===== config.mk =====
export PLATFORM = sky130hd
export DESIGN_NAME = fifo_burst_reader
export DESIGN_NICKNAME = d
export VERILOG_FILES = /design/src/rtl/fifo_pkg.sv /design/src/rtl/fifo_rd_skid.sv /design/src/rtl/fifo_burst_reader.sv
export SDC_FILE = /design/constraint.sdc
export NUM_CORES = 1
export LEC_CHECK = 0
export BUFFER_PORTS_ARGS = -buffer_cell sky130_fd_sc_hd__buf_2
export CORE_MARGIN = 2
export CORE_UTILIZATION = 57
export CTS_CLUSTER_DIAMETER = 150
export DETAILED_ROUTE_END_ITERATION = 10
export HOLD_SLACK_MARGIN = 0.1
export PLACE_DENSITY = 0.8
export SETUP_SLACK_MARGIN = 0.3
export SLEW_MARGIN = 20
export SYNTH_ARGS = -nofsm -noshare
export SYNTH_HDL_FRONTEND = slang
export SYNTH_HIERARCHICAL = 1
export SYNTH_SLANG_ARGS = --single-unit

===== constraint.sdc =====
create_clock -name clk -period 3.8 [get_ports clk]
set_input_delay 0.57 -clock clk [delete_from_list [all_inputs] [get_ports clk]]
set_output_delay 0.57 -clock clk [all_outputs]
set_load 0.01 [all_outputs]

===== src/rtl/fifo_pkg.sv =====
// Shared types and constants for the FIFO burst reader.
package fifo_pkg;
    localparam int DEF_DATA_WIDTH = 8;
    localparam int DEF_LEN_W      = 8;
    localparam int BUF_DEPTH      = 2;
    localparam int OCC_W          = $clog2(BUF_DEPTH + 1);
    localparam int PTR_W          = $clog2(BUF_DEPTH);

    typedef enum logic [1:0] {
        IDLE,
        READ,
        DRAIN,
        DONE
    } rd_state_e;
endpackage


===== src/rtl/fifo_rd_skid.sv =====
// Two-entry output buffer absorbing the FIFO read latency.
module fifo_rd_skid
    import fifo_pkg::*;
#(
    parameter int DATA_WIDTH = DEF_DATA_WIDTH
) (
    input  logic                  clk,
    input  logic                  rst_n,
    input  logic                  push,
    input  logic [DATA_WIDTH-1:0] push_data,
    input  logic                  pop,
    output logic [DATA_WIDTH-1:0] head_data,
    output logic [OCC_W-1:0]      occ
);

    logic [DATA_WIDTH-1:0] mem [BUF_DEPTH];
    logic [PTR_W-1:0]      wr_ptr;
    logic [PTR_W-1:0]      rd_ptr;

    assign head_data = mem[rd_ptr];

    always_ff @(posedge clk or negedge rst_n) begin
        if (!rst_n) begin
            for (int i = 0; i < BUF_DEPTH; i++) begin
                mem[i] <= '0;
            end
            wr_ptr <= '0;
            rd_ptr <= '0;
            occ    <= '0;
        end else begin
            if (push) begin
                mem[wr_ptr] <= push_data;
                wr_ptr      <= wr_ptr + PTR_W'(1);
            end
            if (pop) begin
                rd_ptr <= rd_ptr + PTR_W'(1);
            end
            unique case ({push, pop})
                2'b10:   occ <= occ + OCC_W'(1);
                2'b01:   occ <= occ - OCC_W'(1);
                default: occ <= occ;
            endcase
        end
    end

endmodule


===== src/rtl/fifo_burst_reader.sv =====
// Burst read master: pops burst_len FIFO words onto a valid/ready stream.
module fifo_burst_reader
    import fifo_pkg::*;
#(
    parameter int DATA_WIDTH = DEF_DATA_WIDTH,
    parameter int LEN_W      = DEF_LEN_W
) (
    input  logic                  clk,
    input  logic                  rst_n,
    input  logic                  start,
    input  logic [LEN_W-1:0]      burst_len,
    output logic                  busy,
    output logic                  done,
    output logic                  fifo_r_en,
    input  logic [DATA_WIDTH-1:0] fifo_data_out,
    input  logic                  fifo_empty,
    output logic                  m_valid,
    input  logic                  m_ready,
    output logic [DATA_WIDTH-1:0] m_data,
    output logic [LEN_W-1:0]      words_left
);

    localparam logic [LEN_W-1:0] ONE = LEN_W'(1);

    rd_state_e        state;
    rd_state_e        state_nx;
    logic [LEN_W-1:0] len_q;
    logic [LEN_W-1:0] issued_q;
    logic [LEN_W-1:0] left_q;
    logic             inflight_q;
    logic [OCC_W-1:0] occ;
    logic [OCC_W:0]   use_nx;
    logic             pop;

    assign m_valid    = (occ != '0);
    assign pop        = m_valid && m_ready;
    assign busy       = (state == READ) || (state == DRAIN);
    assign done       = (state == DONE);
    assign words_left = left_q;

    // Slots committed after this edge: held words plus the one in flight.
    assign use_nx = {1'b0, occ}
                  + (OCC_W + 1)'(inflight_q)
                  - (OCC_W + 1)'(pop);

    always_comb begin
        state_nx  = state;
        fifo_r_en = 1'b0;
        unique case (state)
            IDLE: begin
                if (start) begin
                    state_nx = (burst_len == '0) ? DONE : READ;
                end
            end
            READ: begin
                fifo_r_en = !fifo_empty
                         && (issued_q < len_q)
                         && (use_nx < (OCC_W + 1)'(BUF_DEPTH));
                if (fifo_r_en && ((issued_q + ONE) == len_q)) begin
                    state_nx = DRAIN;
                end
            end
            DRAIN: begin
                if (pop && (left_q == ONE)) begin
                    state_nx = DONE;
                end
            end
            DONE: begin
                state_nx = IDLE;
            end
            default: begin
                state_nx = IDLE;
            end
        endcase
    end

    always_ff @(posedge clk or negedge rst_n) begin
        if (!rst_n) begin
            state      <= IDLE;
            len_q      <= '0;
            issued_q   <= '0;
            left_q     <= '0;
            inflight_q <= 1'b0;
        end else begin
            state      <= state_nx;
            inflight_q <= fifo_r_en;
            if ((state == IDLE) && start) begin
                len_q    <= burst_len;
                left_q   <= burst_len;
                issued_q <= '0;
            end else begin
                if (fifo_r_en) begin
                    issued_q <= issued_q + ONE;
                end
                if (pop && (left_q != '0)) begin
                    left_q <= left_q - ONE;
                end
            end
        end
    end

    fifo_rd_skid #(
        .DATA_WIDTH(DATA_WIDTH)
    ) u_skid (
        .clk       (clk),
        .rst_n     (rst_n),
        .push      (inflight_q),
        .push_data (fifo_data_out),
        .pop       (pop),
        .head_data (m_data),
        .occ       (occ)
    );

endmodule


# Word-level counts from Yosys, hierarchy flattened
# Index checks and enable logic that the tools add are counted.
[word_totals] register_bits=47 latchBits=0 mem_bits_rw=0 mem_bits_ro=0 in_bits=21 word_cells=70 mem_count=0
[classes] n_addsub=8 n_mul=0 n_div=0 order_cmp=5 eq_ne=10 shift=0 mux=17 n_bitwise=2 reduce_logical=18
[op_table] operator="$mux W8" n=8
[op_table] operator="$bwmux W16" n=1
[op_table] operator="$add A8 B1 Y8 const B" n=1
[op_table] operator="$demux W8 S1" n=1
[op_table] operator="$eq A8 B1 Y1 const B" n=1
[op_table] operator="$eq A8 B8 Y1" n=1
[op_table] operator="$logic_and A1 B1 Y1" n=8
[op_table] operator="$logic_not A8 Y1" n=1
[op_table] operator="$lt A8 B8 Y1" n=1
[op_table] operator="$mux W2" n=4
[op_table] operator="$pmux W2 S4" n=1
[op_table] operator="$reduce_bool A2 Y1" n=4
[op_table] operator="$reduce_bool A8 Y1" n=1
[op_table] operator="$sub A8 B1 Y8 const B" n=1
[op_table] operator="$eq A2 B2 Y1 const B" n=3
[op_table] operator="$eq A2 B1 Y1 const B" n=2
[op_table] operator="$ge A2 B2 Y1 const B" n=2
[op_table] operator="$ne A2 B1 Y1 const B" n=2
[op_table] operator="$not A1 Y2" n=2
[op_table] operator="$pmux W2 S2" n=1
[op_table] operator="$add A2 B1 Y3" n=1
[op_table] operator="$lt A3 B2 Y1 const B" n=1
[op_table] operator="$reduce_and A3 Y1" n=1
[op_table] operator="$sub A3 B1 Y3" n=1
[op_table] operator="9 further kinds" n=10

# Logic depth before layout (Yosys ltp)
[depth] depth_word=8 depth_mapped=9 mapped_depth_nobuf=9

# By module
# Netlist, hierarchy kept.
[modules_own_cells] module="fifo_burst_reader" n_inst=1 cells_per_inst=201 area_each_um2=1870.5
[modules_own_cells] module="fifo_rd_skid" n_inst=1 cells_per_inst=55 area_each_um2=857.1

# Worst setup path before layout
# OpenSTA, ideal clock, no wires.
[synth_path] path_kind="input-to-output" start="input port m_ready" end="output port fifo_r_en" t_arrival_ns=2.394 required_time_ns=3.230 slack_ns=0.836 stages=7 n_path_buf=0 cell_sequence="o21a_1 ha_1 nand2b_1 fa_1 nor3b_1 nand4_1 nor2_1"
[synth_between] elab_chain_cells=5
[synth_rtl] item="start: declaration" line="fifo_burst_reader.sv:18" source="input logic m_ready,"
[synth_rtl] item="$logic_and A1 B1 Y1" line="fifo_burst_reader.sv:36" source="assign pop = m_valid && m_ready;"
[synth_rtl] item="$sub A3 B1 Y3" line="fifo_burst_reader.sv:44" source="- (OCC_W + 1)'(pop);"
[synth_rtl] item="$lt A3 B2 Y1" line="fifo_burst_reader.sv:58" source="&& (use_nx < (OCC_W + 1)'(BUF_DEPTH));"
[synth_rtl] item="$logic_and A1 B1 Y1" line="fifo_burst_reader.sv:58"
[synth_rtl] item="$mux W1" line="fifo_burst_reader.sv:49" source="unique case (state)"
[synth_rtl] item="end: declaration" line="fifo_burst_reader.sv:14" source="output logic fifo_r_en,"
# Every way passes these cells.

# Worst setup path after layout
[layout_path] start="register u_skid.occ[1]" end="output port fifo_r_en"
[layout_between] elab_chain_cells=6 elab_cells_between_ends=7 cone_classes="add/sub (2); order compare (1); mux (1); reduce/logical (3)"
[layout_rtl] item="start: declaration" line="fifo_rd_skid.sv:13" source="output logic [OCC_W-1:0] occ"
[layout_rtl] item="start signal: assignment" line="fifo_rd_skid.sv:39" source="2'b10: occ <= occ + OCC_W'(1);"
[layout_rtl] item="start signal: assignment" line="fifo_rd_skid.sv:40" source="2'b01: occ <= occ - OCC_W'(1);"
[layout_rtl] item="$reduce_bool A2 Y1" line="fifo_burst_reader.sv:35" source="assign m_valid = (occ != '0);"
[layout_rtl] item="$logic_and A1 B1 Y1" line="fifo_burst_reader.sv:36"
[layout_rtl] item="named net pop" line="fifo_burst_reader.sv:33" source="logic pop;"
[layout_rtl] item="$sub A3 B1 Y3" line="fifo_burst_reader.sv:44"
[layout_rtl] item="$lt A3 B2 Y1" line="fifo_burst_reader.sv:58"
[layout_rtl] item="$logic_and A1 B1 Y1" line="fifo_burst_reader.sv:58"
[layout_rtl] item="$mux W1" line="fifo_burst_reader.sv:49"
# The timed path passes the listed nets, and every way through them passes these cells.

==> run summary <==
Die area -> 5350 sq um
Synthesized area per cell -> 10.7 sq um
Worst Tran Pin Value -> 0.963 ns
Fin crit period -> 3.27 ns
Seq/Total Area, Yosys -> 43.1%
All-Layer GR Usage -> 22.1%
Worst skew pair latency -> 0.30 ns
Switching power -> 0.914 mW
# DRC -> 0
Gpl congestion -> 0.786
Slew margin rel. -> 35.8%
Synth top area cells -> dfrtp_1, mux2_2, ha_1, xnor2_1, xor2_1
Synth unique cells -> 48
CTS tree -> yes
Via/cell ratio -> 5.65
Mapped Area -> 2730 sq um
EDFF count, synth -> 0
Initial core utilization -> 58.5%
Yosys warns -> 6
Final net count -> 340
Routed Antenna Nets -> 0
Fill count -> 391
Die height -> 73.2 um
WP data arrival -> 2.70 ns
H-tree depth -> 2
Sw frac -> 39.5%
Die X -> 73.2 um
Pwr Density -> 752 nW/um^2
Setup TNS -> 0 ns
Tcrit/Tclk final -> 86.0%
GRT Residual Overflow -> 0
Global-route wire length before repair -> 9000 um
Routed len/inst -> 14.7 um
Crit end category -> output port
Largest net degree at the start of global routing -> 48
Worst slack after detailed placement -> 0.617 ns
Synth Net Count -> 297
Clk sink count -> 47
Drt pass-1 iters -> 4
Fraction of layout instances using a drive strength above 1 -> 27.0%
Num ports -> 41
Area share of the largest cell type after synthesis -> 43.1%
Max Cap Violations -> 0
Critical Path RT -> 3.23 ns
RSZ-0062 raised after global routing -> no
DR iter-0 viols -> 101
Leakage -> 1.40 nW
Initial antenna violation count -> 0
Logic pwr share -> 48.1%
Synth async-reset ratio -> 100%
Vias in the first global route -> 1980
Pint -> 1.40 mW
Critical-path maximum fanout -> 6
Post-synth top area cell -> dfrtp_1
Num rows -> 25
CTS root buffer -> clkbuf_8
Commonest cells post-synth -> dfrtp_1, mux2_2, ha_1, o21ai_0, nand2_1
Max Clk Rate -> 306 MHz
Final WS setup -> 0.533 ns
Endpoints failing hold -> 0
TritonCTS Buffers -> 5
Clock slew at reported path FFs -> 0.08 ns
Seq pwr share -> 39.5%
Clock network fraction of total power -> 12.4%
Post-CTS Setup Bufs -> 0
Syn Inst Count -> 256
Critical Path Source Type -> flip-flop
Most frequent cell after synthesis -> dfrtp_1
Routed WL -> 5200 um
Class of the most critical setup path -> flip-flop to output port
Status -> complete, no violations
Max VDD drop -> 0.424 mV
Via count -> 2001
Clock Skew -> 0.00638 ns
Final HPWL DP -> 3970 um
Seq cells post-synth -> 47
Clk buf depth -> 2
Hold WC Path Type -> primary input to async pin
Area growth syn-to-layout -> 12.7%
Port Buffers -> 40
Ant. Diodes -> 0
Setup violators final -> 0
Max Slew Vio Count -> 0
Core box area -> 4660 sq um
Most used DFF post-synth -> dfrtp_1
power groups by stage:
stage | sequential [mW] | combinational [mW] | clock, mW
after floorplan | 0.880 | 0.828 | 0
after global placement | 0.913 | 1.08 | 0
after detailed placement | 0.927 | 1.12 | 0
after CTS | 0.916 | 1.12 | 0.295
after global routing | 0.948 | 1.26 | 0.319
final | 0.913 | 1.11 | 0.287
logic make-up (layout without fill, tap and decap cells):
family | after synthesis | after routing | share of synthesized area (%)
AOI/OAI and AO/OA | 41 | 41 | 10.0
xor gates and xnor gates | 28 | 28 | 8.99
adders and majority gates | 20 | 20 | 9.45
buffers and inverters | 21 | 65 | 2.94
DFF | 47 | 47 | 43.1
muxes | 24 | 24 | 9.91
and+or+nand+nor | 75 | 75 | 15.6
what timing repair did:
| action | 4_1_cts | 5_1_grt |
|---|---|---|
| gates resized for setup | 0 | 2 |
| hold buffers | 0 | 0 |
| setup endpoints to repair | 0 | 1 |
per-stage QoR:
| stage | util [%] | hold WS (ns) | instances | total power [mW] | area [sq um] |
|---|---|---|---|---|---|
| after floorplan | - | 0.274 | 256 | 1.71 | 2730 |
| after global placement | 64.0 | 0.481 | 346 | 2.00 | 2980 |
| after detailed placement | 64.0 | 0.489 | 346 | 2.04 | 2980 |
| after CTS | 65.7 | 0.484 | 354 | 2.34 | 3060 |
| after global routing | 66.0 | 0.316 | 354 | 2.53 | 3070 |
| final | 66.0 | 0.265 | 354 | 2.31 | 3070 |
layout make-up:
type | count | area, sq um | share of cell area [%]
Tap cell | 54 | 67.6 | 2.20
Clock buffer | 7 | 76.3 | 2.48
Inverter | 16 | 60.1 | 1.95
Sequential cell | 47 | 1180 | 38.3
Clock inverter | 1 | 5.00 | 0.163
Timing Repair Buffer | 41 | 210 | 6.84
Multi-Input combinational cell | 188 | 1480 | 48.1
worst paths after layout:
kind | start | end | slack, ns | cells after the start
setup / recovery | u_skid/occ[1] | fifo_r_en | 0.53 | 8
hold / removal | rst_n | u_skid/mem[3] | 0.27 | 1
setup reg to reg | u_skid/occ[1] | state[1] | 0.84 | 9
hold reg to reg | u_skid/mem[2] | u_skid/mem[2] | 0.51 | 1
max in group asynchronous | rst_n | issued_q[1] | 3.15 | 1
min in group clk | u_skid/mem[2] | u_skid/mem[2] | 0.51 | 1
cells in the final DEF (no fill, tap or decap), types with 5 or more instances in the layout:
cell and count:
buf_2 39, clkbuf_8 5, dfrtp_1 47, ha_1 19, inv_1 15, mux2_2 24
nand2_1 16, nand3_1 5, nor2_1 12, nor3_1 7, o211ai_1 5, o21ai_0 17
xnor2_1 15, xor2_1 13
critical path, stage by stage, from the launching register on:
cell and delay (ns):
dfrtp_1 0.47, o21a_1 0.26, ha_1 0.28, nand2b_1 0.15
fa_1 0.48, nor3b_2 0.18, nand4_1 0.16, nor2_2 0.23
buf_2 0.18
state kept, by name, indices dropped and copies added, names as in the netlist:
signal and count:
u_skid/wr_ptr 1, issued_q 8, u_skid/mem 16, u_skid/rd_ptr 1, len_q 8, words_left 8
inflight_q 1, state 2, u_skid/occ 2
layer usage:
layer	share of wire, %	wire length, um	vias up	global-route usage [%]
li1	-	-	981	-
met3	4.2	218	9	4.97
met2	48	2520	39	36.7
met4	1.5	80	0	5.76
met1	46	2390	972	29.2
met5	0	0	-	0
(Power assumes the default switching activity.)
